[src/rtl/uart_pkg.sv]
// Shared types and constants for the 8N1 UART receive path.
`timescale 1ns/1ps
package uart_pkg;

    typedef enum logic [1:0] {RX_IDLE, RX_START, RX_DATA, RX_STOP} rx_state_t;

    localparam int unsigned UART_DATA_BITS          = 8;
    localparam int unsigned UART_OVERSAMPLE_DEFAULT = 16;

endpackage

[src/rtl/rx_bit_sampler.sv]
// Line synchroniser, oversample tick counter and bit sampler for the UART receiver.
// Optional 2-of-3 majority vote per sample point under UART_RX_MAJORITY_VOTE_EN.
`timescale 1ns/1ps
module rx_bit_sampler import uart_pkg::*; #(
    parameter int unsigned OVERSAMPLE  = UART_OVERSAMPLE_DEFAULT,
    parameter int unsigned SYNC_STAGES = 2
) (
    input  logic      clk,
    input  logic      rst_n,
    input  logic      rx_serial_in,
    input  rx_state_t state,
    output logic      rxs,
    output logic      sample_strobe,
    output logic      sample_bit
);

    localparam int unsigned TickW = $clog2(OVERSAMPLE);
    localparam logic [TickW-1:0] TickMid  = TickW'(OVERSAMPLE / 2 - 1);
    localparam logic [TickW-1:0] TickLast = TickW'(OVERSAMPLE - 1);

    logic [SYNC_STAGES-1:0] sync_q;
    logic [TickW-1:0]       tick_q, tick_d;

    always_ff @(posedge clk or negedge rst_n) begin
        if (!rst_n) begin
            sync_q <= '1;
            tick_q <= '0;
        end else begin
            sync_q <= {sync_q[SYNC_STAGES-2:0], rx_serial_in};
            tick_q <= tick_d;
        end
    end

    assign rxs = sync_q[SYNC_STAGES-1];

    always_comb begin
        sample_strobe = 1'b0;
        case (state)
            RX_START:         sample_strobe = (tick_q == TickMid);
            RX_DATA, RX_STOP: sample_strobe = (tick_q == TickLast);
            default:          sample_strobe = 1'b0;
        endcase
    end

    // Held at zero in IDLE, so IDLE->START starts from a cleared count.
    always_comb begin
        tick_d = tick_q + 1'b1;
        if (state == RX_IDLE || (state == RX_START && sample_strobe)) begin
            tick_d = '0;
        end
    end

`ifdef UART_RX_MAJORITY_VOTE_EN
    logic rxs_prev_q;
    logic rxs_next;

    // The t+1 value is already in the penultimate sync stage, so voting adds no latency.
    assign rxs_next = sync_q[SYNC_STAGES-2];

    always_ff @(posedge clk or negedge rst_n) begin
        if (!rst_n) begin
            rxs_prev_q <= 1'b1;
        end else begin
            rxs_prev_q <= rxs;
        end
    end

    assign sample_bit = (rxs_prev_q & rxs) | (rxs_prev_q & rxs_next) | (rxs & rxs_next);
`else
    assign sample_bit = rxs;
`endif

endmodule

[src/rtl/uart_receiver.sv]
// 8N1 UART receiver with a one-entry ready/valid output buffer, framing-error and overrun pulses.
// Build option: UART_RX_MAJORITY_VOTE_EN enables 2-of-3 majority sampling in rx_bit_sampler.
`timescale 1ns/1ps
module uart_receiver import uart_pkg::*; #(
    parameter int unsigned OVERSAMPLE  = UART_OVERSAMPLE_DEFAULT,
    parameter int unsigned SYNC_STAGES = 2
) (
    input  logic       clk,
    input  logic       rst_n,
    input  logic       rx_serial_in,
    output logic [7:0] rx_data,
    output logic       rx_data_valid,
    input  logic       rx_data_ready,
    output logic       rx_frame_err,
    output logic       rx_overrun
);

    localparam int unsigned BitCntW = $clog2(UART_DATA_BITS);
    localparam logic [BitCntW-1:0] BitCntLast = BitCntW'(UART_DATA_BITS - 1);

    rx_state_t                 state_q, state_d;
    logic [BitCntW-1:0]        bit_cnt_q, bit_cnt_d;
    logic [UART_DATA_BITS-1:0] shift_q, shift_d;
    logic                      stop_ok_q, stop_ok_d;
    logic                      stop_bad_q, stop_bad_d;
    logic [7:0]                data_q, data_d;
    logic                      valid_q, valid_d;
    logic                      frame_err_q, overrun_q, overrun_d;
    logic                      rxs, sample_strobe, sample_bit;

    rx_bit_sampler #(
        .OVERSAMPLE  (OVERSAMPLE),
        .SYNC_STAGES (SYNC_STAGES)
    ) u_sampler (
        .clk           (clk),
        .rst_n         (rst_n),
        .rx_serial_in  (rx_serial_in),
        .state         (state_q),
        .rxs           (rxs),
        .sample_strobe (sample_strobe),
        .sample_bit    (sample_bit)
    );

    always_ff @(posedge clk or negedge rst_n) begin
        if (!rst_n) begin
            state_q    <= RX_IDLE;
            bit_cnt_q  <= '0;
            shift_q    <= '0;
            stop_ok_q  <= 1'b0;
            stop_bad_q <= 1'b0;
        end else begin
            state_q    <= state_d;
            bit_cnt_q  <= bit_cnt_d;
            shift_q    <= shift_d;
            stop_ok_q  <= stop_ok_d;
            stop_bad_q <= stop_bad_d;
        end
    end

    always_comb begin
        state_d = state_q;
        unique case (state_q)
            RX_IDLE:  if (!rxs) state_d = RX_START;
            RX_START: if (sample_strobe) state_d = sample_bit ? RX_IDLE : RX_DATA;
            RX_DATA:  if (sample_strobe && bit_cnt_q == BitCntLast) state_d = RX_STOP;
            RX_STOP:  if (sample_strobe) state_d = RX_IDLE;
            default:  state_d = RX_IDLE;
        endcase
    end

    always_comb begin
        bit_cnt_d  = bit_cnt_q;
        shift_d    = shift_q;
        stop_ok_d  = 1'b0;
        stop_bad_d = 1'b0;
        if (state_q == RX_DATA && sample_strobe) begin
            shift_d   = {sample_bit, shift_q[UART_DATA_BITS-1:1]};
            bit_cnt_d = (bit_cnt_q == BitCntLast) ? '0 : bit_cnt_q + 1'b1;
        end
        if (state_q == RX_STOP && sample_strobe) begin
            stop_ok_d  = sample_bit;
            stop_bad_d = !sample_bit;
        end
    end

    // A consume and a new byte in the same cycle keeps valid high with the new byte.
    always_comb begin
        data_d    = data_q;
        valid_d   = valid_q;
        overrun_d = 1'b0;
        if (valid_q && rx_data_ready) begin
            valid_d = 1'b0;
        end
        if (stop_ok_q) begin
            if (!valid_q || rx_data_ready) begin
                data_d  = shift_q;
                valid_d = 1'b1;
            end else begin
                overrun_d = 1'b1;
            end
        end
    end

    always_ff @(posedge clk or negedge rst_n) begin
        if (!rst_n) begin
            data_q      <= '0;
            valid_q     <= 1'b0;
            frame_err_q <= 1'b0;
            overrun_q   <= 1'b0;
        end else begin
            data_q      <= data_d;
            valid_q     <= valid_d;
            frame_err_q <= stop_bad_q;
            overrun_q   <= overrun_d;
        end
    end

    assign rx_data       = data_q;
    assign rx_data_valid = valid_q;
    assign rx_frame_err  = frame_err_q;
    assign rx_overrun    = overrun_q;

endmodule

[config.mk]
export PLATFORM = sky130hd
export DESIGN_NAME = uart_receiver
export DESIGN_NICKNAME = d
export VERILOG_FILES = /design/src/rtl/uart_pkg.sv /design/src/rtl/rx_bit_sampler.sv /design/src/rtl/uart_receiver.sv
export SDC_FILE = /design/constraint.sdc
export NUM_CORES = 1
export LEC_CHECK = 0
export BUFFER_PORTS_ARGS = -buffer_cell sky130_fd_sc_hd__buf_2
export CAP_MARGIN = 20
export CORE_MARGIN = 3
export CORE_UTILIZATION = 45
export CTS_CLUSTER_DIAMETER = 150
export CTS_CLUSTER_SIZE = 12
export DETAILED_ROUTE_END_ITERATION = 12
export PLACE_DENSITY = 0.71
export SLEW_MARGIN = 5
export SYNTH_ARGS = -nofsm -noshare
export SYNTH_HDL_FRONTEND = slang
export SYNTH_HIERARCHICAL = 1
export SYNTH_SLANG_ARGS = --single-unit
export TNS_END_PERCENT = 50
[constraint.sdc]
create_clock -name clk -period 2.2 [get_ports clk]
set_clock_uncertainty 0.1 [all_clocks]
set_input_delay 0.11 -clock clk [delete_from_list [all_inputs] [get_ports clk]]
set_output_delay 0.11 -clock clk [all_outputs]
set_load 0.02 [all_outputs]
==> tab_implementation.tex <==
\begin{tabular}{lr}
\hline
Metric & Value \\
\hline
\multicolumn{2}{l}{\textbf{STA}} \\
Final hold vios & 0 \\
Unrepaired setup endpoints after global routing & false \\
Slew headroom & $\sim$54\% \\
Final count of pins violating max slew & 0 \\
Total negative setup slack & 0 ns \\
Timing-limited maximum frequency & $\sim$0.53 GHz \\
Portion of the clock cycle consumed by the worst path in the final layout & about 86\% \\
Fin crit period & between 1.5 and 2 ns \\
Setup-violating endpoint count in the final report & 0 \\
Measured slew at the worst slew-check pin & 0.697 ns \\
\multicolumn{2}{l}{\textbf{Synth}} \\
Syn. warnings & 6 \\
Synth Net Count & just under 100 \\
Combined area of all synthesized cells & approximately 0.0013 mm\^{}2 \\
Top cell type's share of synthesized area & 58.7\% \\
Portion of the post-synthesis area used by sequential elements & a little over three fifths \\
Synthesized area per cell & 14.2 um\^{}2 \\
Cells taking the most area after synthesis & sky130\_fd\_sc\_hd\_\_dfrtp\_1, sky130\_fd\_sc\_hd\_\_mux2\_2, sky130\_fd\_sc\_hd\_\_mux2\_4 \\
Post-synth top flop & sky130\_fd\_sc\_hd\_\_dfrtp\_1 \\
Leading cell type by number of instances after synthesis & sky130\_fd\_sc\_hd\_\_dfrtp\_1 \\
Commonest cells post-synth & sky130\_fd\_sc\_hd\_\_dfrtp\_1, sky130\_fd\_sc\_hd\_\_mux2\_2, sky130\_fd\_sc\_hd\_\_nor2\_1 \\
EDFF count, synth & 0 \\
Cell variety after synth & 24 \\
Cell count after synthesis & 90 \\
Post-synthesis sequential element count & 32 \\
Share of flip-flops with an asynchronous set or reset after synthesis & 100\% \\
Area leader, netlist & sky130\_fd\_sc\_hd\_\_dfrtp\_1 \\
\multicolumn{2}{l}{\textbf{Floorplan}} \\
Core area & about 0.0026 mm\^{}2 \\
Full die area & around 0.0035 mm\^{}2 \\
\# rows & 18 \\
Starting utilization of the core area & between 40\% and 50\% \\
Io pins & 15 \\
Die extent in x & 59.3 um \\
Y dimension of the die & around 59 um \\
\multicolumn{2}{l}{\textbf{Placed design}} \\
Number of input and output port buffers inserted & 14 \\
Last weighted congestion value of the routability-driven placer & 0.753 \\
Detailed placement HPWL & between 1000 and 1500 um \\
\multicolumn{2}{l}{\textbf{Critical path}} \\
Arrival time at the worst endpoint & around 2.0 ns \\
Startpoint kind of the worst setup timing path & register \\
Worst setup EP type & register \\
Startpoint-to-endpoint class of the critical path & register to register \\
CP Data Required Time & between 2 and 2.5 ns \\
Slowest Stage Delay on Critical Path & between 0.5 and 0.6 ns \\
Category of cells accounting for the largest share of critical-path delay & simple AND/OR/NAND/NOR gates \\
Critical Path Slowest Stage Cell & sky130\_fd\_sc\_hd\_\_dfrtp\_1 \\
Max FO, Critical Path & 13 \\
Crit path buf inv count & 0 \\
Cell-by-cell trace of the critical path & nor2\_1 -> nand2\_1 -> a21oi\_1 -> nand3b\_4 -> mux2\_4 \\
\multicolumn{2}{l}{\textbf{Routing}} \\
Total length of routed wires & just under 2000 um \\
Post-Route M1 WL & between 800 and 900 um \\
Number of DRC violations after detailed-routing iteration 0 & 27 \\
Number of vias per cell after detailed routing & between 5 and 6 \\
Highest metal layer with signal wires & met4 \\
Drt pass-1 iters & 4 \\
Antenna-violating nets left & 0 \\
Wire length on met2 & roughly 960 um \\
Routed length on met3 & 87 um \\
DRC & 0 \\
Vias post-DR & $\sim$740 \\
Detail-routed net length per standard cell & 13.6 um \\
\multicolumn{2}{l}{\textbf{Pwr}} \\
Worst-case vdd ir drop & 0.537 mV \\
Pleak & $\sim$0.8 nW \\
Total power & $\sim$1.3 mW \\
Power density normalized to cell area & 902 mW/mm\^{}2 \\
\multicolumn{2}{l}{\textbf{Layout}} \\
Layout area overhead & 14.7\% \\
Number of nets in the finished design & 120 \\
Fin util & 56.6\% \\
\# diodes & 0 \\
Fraction of layout instances using a drive strength above 1 & approximately 39\% \\
\multicolumn{2}{l}{\textbf{Clock network}} \\
Clock transition at path regs & $\sim$0.10 ns \\
CTS tree & done \\
CTS buffer count & 5 \\
Root Buffer & sky130\_fd\_sc\_hd\_\_clkbuf\_4 \\
Later-pin clock latency in the skew report & 0.33 ns \\
\# clock sinks & 32 \\
H-tree levels & 2 \\
Setup Fix Bufs, Post-CTS & 0 \\
Number of buffers on the longest clock path & 2 \\
Resized Gates After CTS & 0 \\
\multicolumn{2}{l}{\textbf{Run status}} \\
Outcome & finished, final reports clean \\
\multicolumn{2}{l}{\textbf{Global route}} \\
All-layer global routing usage & between 10\% and 20\% \\
Number of global-route vias before repair & around 760 \\
Initial antenna violation count & 0 \\
Overflow left after global routing & 0 \\
Largest net degree at the start of global routing & 33 \\
First-pass GRT wire length & around 3300 um \\
\multicolumn{2}{l}{\textbf{Min path}} \\
Min-Delay Path Class & input port to async pin \\
\multicolumn{2}{l}{\textbf{Flow run}} \\
Max-cap violation count & 0 \\
\hline
\end{tabular}
[cells in the final DEF, fill, tap and decap left out]
cell type,instances
sky130_fd_sc_hd__clkbuf_8,1
sky130_fd_sc_hd__inv_1,2
sky130_fd_sc_hd__mux2_2,11
sky130_fd_sc_hd__xor2_1,1
sky130_fd_sc_hd__a311oi_1,2
sky130_fd_sc_hd__a31oi_1,1
sky130_fd_sc_hd__nand2b_1,1
sky130_fd_sc_hd__nand3_2,1
sky130_fd_sc_hd__mux2_4,6
sky130_fd_sc_hd__buf_4,1
sky130_fd_sc_hd__dfstp_2,2
sky130_fd_sc_hd__xnor2_1,1
sky130_fd_sc_hd__nand4_1,1
sky130_fd_sc_hd__nand2_1,6
sky130_fd_sc_hd__dlygate4sd3_1,3
sky130_fd_sc_hd__buf_2,14
sky130_fd_sc_hd__ha_1,3
sky130_fd_sc_hd__dfrtp_1,30
sky130_fd_sc_hd__a21o_1,2
sky130_fd_sc_hd__o21ai_0,2
sky130_fd_sc_hd__clkbuf_4,5
sky130_fd_sc_hd__clkinv_2,2
sky130_fd_sc_hd__a21oi_1,3
sky130_fd_sc_hd__nor2_1,8
sky130_fd_sc_hd__nand2_2,1
sky130_fd_sc_hd__nand3b_4,1
sky130_fd_sc_hd__nor3_1,2
sky130_fd_sc_hd__nand3_1,1
[layer usage]
| metal | track usage (%) | vias to the layer above |
|---|---|---|
| met3 | 4.58 | 5 |
| met5 | 0 | - |
| met2 | 20.0 | 16 |
| li1 | - | 357 |
| met4 | 6.80 | 0 |
| met1 | 15.7 | 366 |
[kinds of logic (layout without fill, tap and decap cells)]
family                   count (synthesis)  in the layout  synth area share [%]
AO/OA/AOI/OAI                           10             10                  4.99
XOR/XNOR                                 2              2                  1.37
adder cells (fa/ha/maj)                  3              3                  2.94
buffers and inverters                    4             28                  2.06
flip-flops                              32             32                  62.8
multiplexers                            17             17                  16.7
AND/OR/NAND/NOR                         22             22                  9.10
[final cells by class]
type,instances,area [um^2]
Fill cell,216,1120
Sequential cell,32,803
Multi-Input combinational cell,54,449
Timing Repair Buffer,18,108
Clock buffer,6,51.3
Tap cell,30,37.5
Clock inverter,2,10.0
Inverter,2,7.51
[registers in the layout (all words and copies together), names as in the netlist, named ones only]
signal,cells
rx_frame_err,1
state_q,1
rx_overrun,1
stop_bad_q,1
bit_cnt_q,3
stop_ok_q,1
u_sampler/sync_q,2
rx_data,8
shift_q,8
rx_data_valid,1
u_sampler/tick_q,4
[power breakdown]
group / internal (mW) / total (mW) / switching, mW
logic: 0.105 / 0.218 / 0.113
clock network: 0.152 / 0.345 / 0.193
registers: 0.662 / 0.759 / 0.0966
[final timing paths]
| kind | slack, ns | cells after the start | from | to |
|---|---|---|---|---|
| setup / recovery | 0.30 | 5 | register | bit_cnt_q[1] |
| hold / removal | 0.25 | 2 | rst_n | rx_data[1] |
| setup reg to reg | 0.30 | 5 | register | bit_cnt_q[1] |
| hold reg to reg | 0.26 | 0 | u_sampler/sync_q[0] | u_sampler/sync_q[1] |
| max in group asynchronous | 1.30 | 2 | rst_n | state_q[0] |
| min in group clk | 0.26 | 0 | u_sampler/sync_q[0] | u_sampler/sync_q[1] |
[timing repair]
| item | 4_1_cts | 5_1_grt |
|---|---|---|
| setup endpoints to repair | 0 | 0 |
| hold endpoints to repair | 33 | 0 |
| hold buffers | 3 | 0 |
[per-stage QoR]
step	setup slack [ns]	hold WS (ns)	std cells	instance area (um^2)
6_report	0.304	0.250	144	1470
5_1_grt	0.113	0.263	144	1470
4_1_cts	0.298	0.262	144	1470
3_5_place_dp	0.314	0.0985	133	1380
3_3_place_gp	0.379	0.0849	133	1380
2_1_floorplan	0.325	-0.286	90	1280
No activity file was read; power rests on OpenSTA's default activity.
